### config.mk
export PLATFORM = sky130hd
export DESIGN_NAME = mem_stage_lsu
export DESIGN_NICKNAME = d
export VERILOG_FILES = /design/src/rtl/mem_stage_lsu.sv
export SDC_FILE = /design/constraint.sdc
export NUM_CORES = 1
export LEC_CHECK = 0
export BUFFER_PORTS_ARGS = -buffer_cell sky130_fd_sc_hd__buf_2
export CAP_MARGIN = 30
export CORE_MARGIN = 5
export CORE_UTILIZATION = 30
export DETAILED_ROUTE_END_ITERATION = 7
export GPL_ROUTABILITY_DRIVEN = 0
export PLACE_DENSITY = 0.55
export SKIP_CTS_REPAIR_TIMING = 1
export SLEW_MARGIN = 30
export SYNTH_ARGS = -nofsm -noshare
export SYNTH_HDL_FRONTEND = slang
export SYNTH_SLANG_ARGS = --single-unit
export TNS_END_PERCENT = 30
### constraint.sdc
create_clock -name clk -period 2.3 [get_ports clk]
set_input_delay 0.345 -clock clk [delete_from_list [all_inputs] [get_ports clk]]
set_output_delay 0.345 -clock clk [all_outputs]
set_load 0.005 [all_outputs]
### src/rtl/mem_stage_lsu.sv
// MEM-stage load/store unit: issues one data-bus access per EX/MEM request, stalls the
// pipeline until it completes, then presents formatted load data and exception status.
module mem_stage_lsu #(
  parameter int unsigned TIMEOUT = 255
) (
  input  logic        clk,
  input  logic        rst,
  input  logic        ex_mem_mem_read,
  input  logic        ex_mem_mem_write,
  input  logic [31:0] ex_mem_alu_result,
  input  logic [31:0] ex_mem_mem_write_data,
  input  logic [2:0]  ex_mem_funct3,
  output logic        mem_stall,
  output logic [31:0] mem_load_data,
  output logic        mem_done,
  output logic        mem_exc,
  output logic [1:0]  mem_exc_cause,
  output logic        dbus_req_valid,
  input  logic        dbus_req_ready,
  output logic        dbus_req_we,
  output logic [31:0] dbus_req_addr,
  output logic [31:0] dbus_req_wdata,
  output logic [3:0]  dbus_req_be,
  input  logic        dbus_rsp_valid,
  input  logic [31:0] dbus_rsp_rdata
);

  typedef enum logic [1:0] {StIdle, StReq, StWait, StDone} state_e;

  localparam logic [15:0] TimeoutLast = 16'(TIMEOUT - 1);
  localparam logic [1:0]  CauseMisaligned = 2'b01;
  localparam logic [1:0]  CauseTimeout    = 2'b10;
  localparam logic [1:0]  CauseIllegal    = 2'b11;

  state_e      state_q;
  logic [15:0] cnt_q;
  logic [2:0]  funct3_q;
  logic [1:0]  offset_q;

  logic        req;
  logic        is_store;
  logic [1:0]  offset;
  logic        size_byte;
  logic        size_half;
  logic        size_word;
  logic        size_legal;
  logic        misaligned;
  logic        timeout_hit;
  logic [3:0]  be_dec;
  logic [31:0] wdata_dec;

  assign req      = ex_mem_mem_read | ex_mem_mem_write;
  assign is_store = ex_mem_mem_write;
  assign offset   = ex_mem_alu_result[1:0];

  // Unsigned load sizes have no store counterpart.
  always_comb begin
    size_byte = 1'b0;
    size_half = 1'b0;
    size_word = 1'b0;
    case (ex_mem_funct3)
      3'b000:  size_byte = 1'b1;
      3'b001:  size_half = 1'b1;
      3'b010:  size_word = 1'b1;
      3'b100:  size_byte = ~is_store;
      3'b101:  size_half = ~is_store;
      default: ;
    endcase
  end

  assign size_legal = size_byte | size_half | size_word;
  assign misaligned = (size_half & offset[0]) | (size_word & (offset != 2'b00));

  always_comb begin
    be_dec    = 4'b1111;
    wdata_dec = ex_mem_mem_write_data;
    if (size_byte) begin
      be_dec    = 4'b0001 << offset;
      wdata_dec = {4{ex_mem_mem_write_data[7:0]}};
    end else if (size_half) begin
      be_dec    = offset[1] ? 4'b1100 : 4'b0011;
      wdata_dec = {2{ex_mem_mem_write_data[15:0]}};
    end
  end

  assign timeout_hit = (cnt_q == TimeoutLast);

  always_comb begin
    unique case (state_q)
      StIdle:  mem_stall = req;
      StReq:   mem_stall = 1'b1;
      StWait:  mem_stall = 1'b1;
      StDone:  mem_stall = 1'b0;
      default: mem_stall = 1'b0;
    endcase
  end

  function automatic logic [31:0] fmt_load(input logic [2:0]  f3,
                                           input logic [1:0]  off,
                                           input logic [31:0] rdata);
    logic [31:0] sh;
    sh = rdata >> {off, 3'b000};
    case (f3)
      3'b000:  fmt_load = {{24{sh[7]}}, sh[7:0]};
      3'b001:  fmt_load = {{16{sh[15]}}, sh[15:0]};
      3'b100:  fmt_load = {24'd0, sh[7:0]};
      3'b101:  fmt_load = {16'd0, sh[15:0]};
      default: fmt_load = sh;
    endcase
  endfunction

  always_ff @(posedge clk) begin
    if (rst) begin
      state_q        <= StIdle;
      cnt_q          <= '0;
      funct3_q       <= '0;
      offset_q       <= '0;
      mem_load_data  <= '0;
      mem_done       <= 1'b0;
      mem_exc        <= 1'b0;
      mem_exc_cause  <= '0;
      dbus_req_valid <= 1'b0;
      dbus_req_we    <= 1'b0;
      dbus_req_addr  <= '0;
      dbus_req_wdata <= '0;
      dbus_req_be    <= '0;
    end else begin
      unique case (state_q)
        StIdle: begin
          if (req) begin
            if (!size_legal || misaligned) begin
              mem_done      <= 1'b1;
              mem_exc       <= 1'b1;
              mem_exc_cause <= size_legal ? CauseMisaligned : CauseIllegal;
              mem_load_data <= '0;
              state_q       <= StDone;
            end else begin
              dbus_req_valid <= 1'b1;
              dbus_req_we    <= is_store;
              dbus_req_addr  <= {ex_mem_alu_result[31:2], 2'b00};
              dbus_req_be    <= be_dec;
              dbus_req_wdata <= wdata_dec;
              funct3_q       <= ex_mem_funct3;
              offset_q       <= offset;
              cnt_q          <= '0;
              state_q        <= StReq;
            end
          end
        end
        StReq: begin
          if (timeout_hit) begin
            dbus_req_valid <= 1'b0;
            mem_done       <= 1'b1;
            mem_exc        <= 1'b1;
            mem_exc_cause  <= CauseTimeout;
            mem_load_data  <= '0;
            state_q        <= StDone;
          end else begin
            cnt_q <= cnt_q + 16'd1;
            if (dbus_req_ready) begin
              dbus_req_valid <= 1'b0;
              state_q        <= StWait;
            end
          end
        end
        StWait: begin
          // A response on the final budgeted cycle still counts as completion.
          if (dbus_rsp_valid) begin
            mem_load_data <= dbus_req_we ? 32'd0 : fmt_load(funct3_q, offset_q, dbus_rsp_rdata);
            mem_done      <= 1'b1;
            mem_exc       <= 1'b0;
            mem_exc_cause <= '0;
            state_q       <= StDone;
          end else if (timeout_hit) begin
            mem_done      <= 1'b1;
            mem_exc       <= 1'b1;
            mem_exc_cause <= CauseTimeout;
            mem_load_data <= '0;
            state_q       <= StDone;
          end else begin
            cnt_q <= cnt_q + 16'd1;
          end
        end
        StDone: begin
          mem_done      <= 1'b0;
          mem_exc       <= 1'b0;
          mem_exc_cause <= '0;
          state_q       <= StIdle;
        end
        default: state_q <= StIdle;
      endcase
    end
  end

endmodule

==> out/metrics.cfg, run 1 <==
[min_path]
hp-class = in -> reg
hold_depth = 3
worstHoldEndpoint = dbus_req_addr[18]
hold_path.startpoint = ex_mem_alu_result[18]

[clock_tree]
clk_pin_slew_worst_paths_ns = 0.07
clock-sinks = 127
clockBufferDepth = 2
cts_root_buf = clkbuf_16
numCtsBuffers = 17
cts_tree = yes
cts_max_level = 4
clk_latency_ns = 0.42

[detailed_routing]
ant_nets = 0
routed_wl_mm = 19.3
vias = 5692
dr.pass1.iters = 4
drt-initial-drc-count = 260
viasPerCell = 4.87
wl_per_cell_um = 16.5
drc = 0

[critical_path]
startpoint_type = register
crit_path_end_kind = register
cp_max_fo = 5
reg2reg_to = cnt_q[6]
r2r_setup_slack_ns = 0.1
critPathSlowestCell = or4_1
crit_chain = inv_2, ha_4, nor3b_1, or3_1, a211o_1, buf_4, or4_1, a21oi_1
criticalPathCategory = reg -> reg
worstRegToRegCells = 8
critPathMaxStageDelay_ns = 0.40
arrival_ns = 2.55
r2r-start = state_q[1]
required_ns = 2.65

[pwr]
p_leak_nw = 3.40
peakVddDrop_mv = 0.542
p_per_area_mw_per_mm2 = 949

[grt]
grt_max_degree = 81
grt_pass1_wl_mm = 30.1
antenna_found_initial = 0
gr-total-overflow = 0
grt_usage = 0.170
grt_pass1_vias = 5586

[synth]
synth_top_area_share = 0.439
syn_inst = 669
yosysSeqAreaShare = 0.439
synth_top_family_by_area = compound AO/OA/AOI/OAI gates
synth-main-ff-cell = dfxtp_1
synth_mux_area_frac = 0.0883
synth_top_cell_by_area = dfxtp_1
synth-xor-area-share = 0.00907
synth_cell_types = 57
async_reset_ff_frac = 0
synth_edf_count = 0
yosys.area_share.simple = 0.188
synth-adder-area-share = 0.0130
ys_top_cells_by_area = dfxtp_1, mux2i_1, nand2_1
yosysWarnings = 0
synth_compound_area_frac = 0.217
synth-seq-cells = 127
synth_area_mm2 = 0.00580
avgSynthCellArea_um2 = 8.66

[layout]
area_growth_pct = 38.2
final_net_count = 1007
drive_gt1_frac = 0.345
antenna_cells = 0

[placed_design]
dp_hpwl_mm = 14.4
dp_slack_ns = 0.0211
port_buffers = 209

[timing]
rsz0062_at_grt = yes
maxClockFrequency_mhz = 454
slew_viol_final = 0
post-route-period-util = 0.958
worst_pin_slew_ns = 0.909
setup_viol = 0
relSlewSlack = 0.394
timing.final.ws_setup_ns = 0.0957
final.min_clock_period_ns = 2.20
finalSetupTns_ns = 0
finalHoldViolCount = 0
skew_ns = 0.00793

[run]
drv_cap = 0

[die]
ioPinCount = 212
die_area_mm2 = 0.0222
die_h_um = 149
core_mm2 = 0.0189
die_w_um = 149
initial_core_util = 0.307
placement_rows = 50

[status]
status = completed

==> per-stage QoR <==
| step | power, mW | utilization | area [um2] | hold slack [ns] | cells |
|---|---|---|---|---|---|
| after global placement | 4.96 | 0.391 | 7400 | 0.439 | 1137 |
| final | 7.60 | 0.424 | 8010 | 0.154 | 1169 |
| after global routing | 8.07 | 0.424 | 8010 | 0.148 | 1169 |
| after CTS | 7.63 | 0.422 | 7970 | 0.137 | 1169 |
| after floorplan | 4.00 | - | 5800 | 0.449 | 670 |
| after detailed placement | 4.97 | 0.391 | 7400 | 0.444 | 1137 |
==> layer usage <==
metal | up-vias | global-route usage | wire length, um
met2 | 206 | 0.270 | 8690
met5 | - | 0 | 0
li1 | 2852 | - | -
met1 | 2616 | 0.216 | 8580
met4 | 0 | 0.0389 | 256
met3 | 18 | 0.0708 | 1790
==> area by class of cell <==
class / count / area, um2
Multi-Input combinational cell: 486 / 3060
Sequential cell: 127 / 2540
Fill cell: 1983 / 10900
Timing Repair Buffer: 255 / 1470
Tap cell: 260 / 325
Inverter: 9 / 33.8
Clock inverter: 13 / 134
Clock buffer: 19 / 443
==> how the worst max path moves through the flow <==
stage | slack, ns | start | endpoint | depth (start not counted)
2_1_floorplan | 0.09 | state_q[0] | cnt_q[6] | 8
3_3_place_gp | 0.06 | state_q[1] | mem_load_data[20] | 8
3_5_place_dp | 0.02 | state_q[1] | mem_load_data[18] | 8
4_1_cts | -0.007 | state_q[1] | mem_load_data[18] | 8
5_1_grt | -0.03 | cnt_q[0] | state_q[1] | 7
6_report | 0.1 | state_q[1] | cnt_q[6] | 8
==> cell usage in the layout (no fill, tap or decap), drive strengths merged, types with 4 or more instances in the layout <==
cell and instances:
a2111oi 4, a211oi 27, a21oi 75, a221o 8
a22o 7, a32o 8, buf 255, clkbuf 19
clkinv 9, dfxtp 127, ha 6, inv 12
mux2i 50, nand2 128, nand2b 4, nand3 4
nor2 61, nor3 6, nor3b 4, o211ai 11
o21ai 17, o21bai 4, o31ai 7, or3 10
or4 6, xnor2 6
==> cells by family after synthesis <==
group           Yosys count
xor+xnor                  6
simple gates            240
compound gates          181
flops                   127
fa+ha+maj                 6
other cells               1
buf+inv                  57
mux                      51
==> report_power, final <==
part,internal [mW],switching (mW),total [mW],leakage [nW]
clock network,1.54,1.08,2.62,0.284
logic,1.05,1.31,2.35,2.09
registers,2.48,0.150,2.63,1.03
total,5.06,2.54,7.60,3.40
==> worst max-delay path: cells and delay by family (launching register included) <==
| family | cells | cell delay [ns] |
|---|---|---|
| adders and majority gates | 1 | 0.16 |
| DFF | 1 | 0.35 |
| AOI/OAI and AO/OA | 2 | 0.48 |
| buffers and inverters | 2 | 0.23 |
| and+or+nand+nor | 3 | 0.91 |
==> cell usage after synthesis, types with 2 or more instances <==
cell type  count
a2111oi_2      3
a211oi_1      27
a21oi_1       74
a221o_1        8
a22o_1         7
a311oi_1       2
a32o_1         8
and2_1         2
and4_1         3
buf_1         10
buf_2          4
buf_4          3
buf_6          2
clkbuf_1      28
dfxtp_1      127
ha_1           6
inv_1          9
mux2i_1       50
nand2_1      128
nand2b_1       4
nand3_1        4
nand4_1        3
nor2_1        60
nor2b_1        2
nor3_1         6
nor3b_1        4
nor4_4         2
o211ai_1      11
o21a_1         2
o21ai_0       12
o21ai_1        5
o21bai_1       4
o221ai_1       2
o31ai_1        5
or3_1         10
or4_1          6
xnor2_1        6
==> flip-flops by register name (all words and copies together) (netlist names) <==
register and count:
cnt_q 16, mem_load_data 32, dbus_req_we 1, dbus_req_be 4
mem_exc 1, funct3_q 3, dbus_req_wdata 32, offset_q 2
mem_exc_cause 2, dbus_req_valid 1, dbus_req_addr 30, state_q 2
mem_done 1
(Power assumes the default switching activity.)
==> inputs of run 2 (changes only) <==
--- a/config.mk
+++ b/config.mk
@@ -6,11 +6,12 @@
 export NUM_CORES = 1
 export LEC_CHECK = 0
-export BUFFER_PORTS_ARGS = -buffer_cell sky130_fd_sc_hd__buf_2
 export CAP_MARGIN = 30
+export CORE_ASPECT_RATIO = 0.6
 export CORE_MARGIN = 5
 export CORE_UTILIZATION = 30
 export DETAILED_ROUTE_END_ITERATION = 7
+export DONT_BUFFER_PORTS = 1
 export GPL_ROUTABILITY_DRIVEN = 0
-export PLACE_DENSITY = 0.55
+export PLACE_DENSITY = 0.45
 export SKIP_CTS_REPAIR_TIMING = 1
 export SLEW_MARGIN = 30
==> constraint.sdc (replaced) <==
create_clock -name clk -period 2.3 [get_ports clk]
set_input_delay 0.345 -clock clk [delete_from_list [all_inputs] [get_ports clk]]
set_output_delay 0.345 -clock clk [all_outputs]
set_load 0.05 [all_outputs]
==> run 2 against run 1 <==
Compared with the run above:
- total power grew 6.0%
- sequential power increased by 33%
- maximum frequency decreased by 0.77%
- critical endpoint is now state_q[0]
- largest cell class unchanged
==> out/metrics.cfg, run 2 (same netlist as run 1, synthesis figures left out) <==
[status]
status = completed

[clock_tree]
cts_root_buf = clkbuf_16
clock-sinks = 127
numCtsBuffers = 17
cts_max_level = 4
clk_pin_slew_worst_paths_ns = 0.06
clk_latency_ns = 0.42
clockBufferDepth = 2
cts_tree = yes

[die]
ioPinCount = 212
core_mm2 = 0.0190
die_area_mm2 = 0.0223
initial_core_util = 0.305
die_h_um = 118
die_w_um = 189
placement_rows = 39

[placed_design]
post_dp_cell_area_mm2 = 0.00626
port_buffers = 0
place_inst = 911
dp_slack_ns = -0.147
dp_hpwl_mm = 14.1

[detailed_routing]
drt-initial-drc-count = 363
viasPerCell = 5.34
wl_per_cell_um = 20.9
routed_wl_mm = 19.8
vias = 5070
drc = 0
dr.pass1.iters = 5
ant_nets = 0

[layout]
num-fill-cells = 1952
drive_gt1_frac = 0.154
final_net_count = 802
fin_util = 0.366
fin_area_mm2 = 0.00694
instances_no_fill = 949
area_growth_pct = 19.8
reg_top3 = dbus_req_wdata: 32 flops, mem_load_data: 32 flops, dbus_req_addr: 30 flops
layout.cells.most_common = nand2_1
antenna_cells = 0
final_cell_mix = nand2_1, dfxtp_1, a21oi_1

[grt]
gr-total-overflow = 0
grt_pass1_vias = 4953
grt_max_degree = 83
grt_pass1_wl_mm = 29.3
antenna_found_initial = 1
grt_usage = 0.166

[min_path]
hold_path.startpoint = ex_mem_mem_write_data[2]
hp-class = in -> reg
hold_depth = 2
worstHoldEndpoint = dbus_req_wdata[2]

[critical_path]
required_ns = 2.63
r2r-start = cnt_q[0]
arrival_ns = 2.55
worstRegToRegCells = 7
crit_family = simple AND/OR/NAND/NOR gates
cp_max_fo = 4
crit_buf_inv = 1
crit_chain = inv_2, ha_2, or4b_4, or4_4, a21oi_4, o21ai_2, a221oi_2
startpoint_type = register
reg2reg_to = state_q[0]
crit_path_end_kind = register
criticalPathCategory = reg -> reg
critPathMaxStageDelay_ns = 0.51
r2r_setup_slack_ns = 0.08
critPathSlowestCell = or4_4

[timing]
worst_pin_slew_ns = 1.02
maxClockFrequency_mhz = 450
skew_ns = 0.00829
rsz0062_at_grt = yes
timing.final.ws_setup_ns = 0.0785
finalSetupTns_ns = 0
relSlewSlack = 0.317
finalHoldViolCount = 0
final.min_clock_period_ns = 2.22
slew_viol_final = 0
setup_viol = 0
post-route-period-util = 0.966
holdWs_ns = 0.0575

[pwr]
peakVddDrop_mv = 0.524
p_leak_nw = 2.41
p_per_area_mw_per_mm2 = 1160
power_mw = 8.06

[run]
drv_cap = 0

==> run 2: how the worst max path moves through the flow <==
| stage | from | to | slack, ns | cells past startpoint |
|---|---|---|---|---|
| 2_1_floorplan | state_q[0] | cnt_q[6] | 0.09 | 8 |
| 3_3_place_gp | state_q[0] | cnt_q[15] | -0.15 | 9 |
| 3_5_place_dp | state_q[0] | mem_load_data[10] | -0.15 | 9 |
| 4_1_cts | state_q[0] | mem_load_data[11] | -0.17 | 9 |
| 5_1_grt | state_q[1] | cnt_q[6] | -0.02 | 8 |
| 6_report | cnt_q[0] | state_q[0] | 0.08 | 7 |
==> run 2: routing by layer <==
| metal | global-route usage | wire, um | vias to the layer above |
|---|---|---|---|
| met5 | 0 | 0 | - |
| met4 | 0.0447 | 225 | 0 |
| met3 | 0.0753 | 2110 | 15 |
| met2 | 0.231 | 8230 | 205 |
| met1 | 0.230 | 9230 | 2408 |
| li1 | - | - | 2442 |
==> run 2: cell type report <==
class,instances,area [um2],area share
clock buffer,20,467,0.0672
clock inverter,11,67.6,0.00973
inverter,9,33.8,0.00487
multi-input combinational,486,3090,0.445
sequential,127,2540,0.367
tap,246,308,0.0443
timing repair buffer,50,434,0.0625
==> run 2: report_power, final <==
part	internal [mW]	leakage [nW]	switching [mW]
Clock	1.44	0.255	1.01
Sequential	2.48	1.03	1.02
Combinational	0.899	1.12	1.21
Total	4.82	2.41	3.24
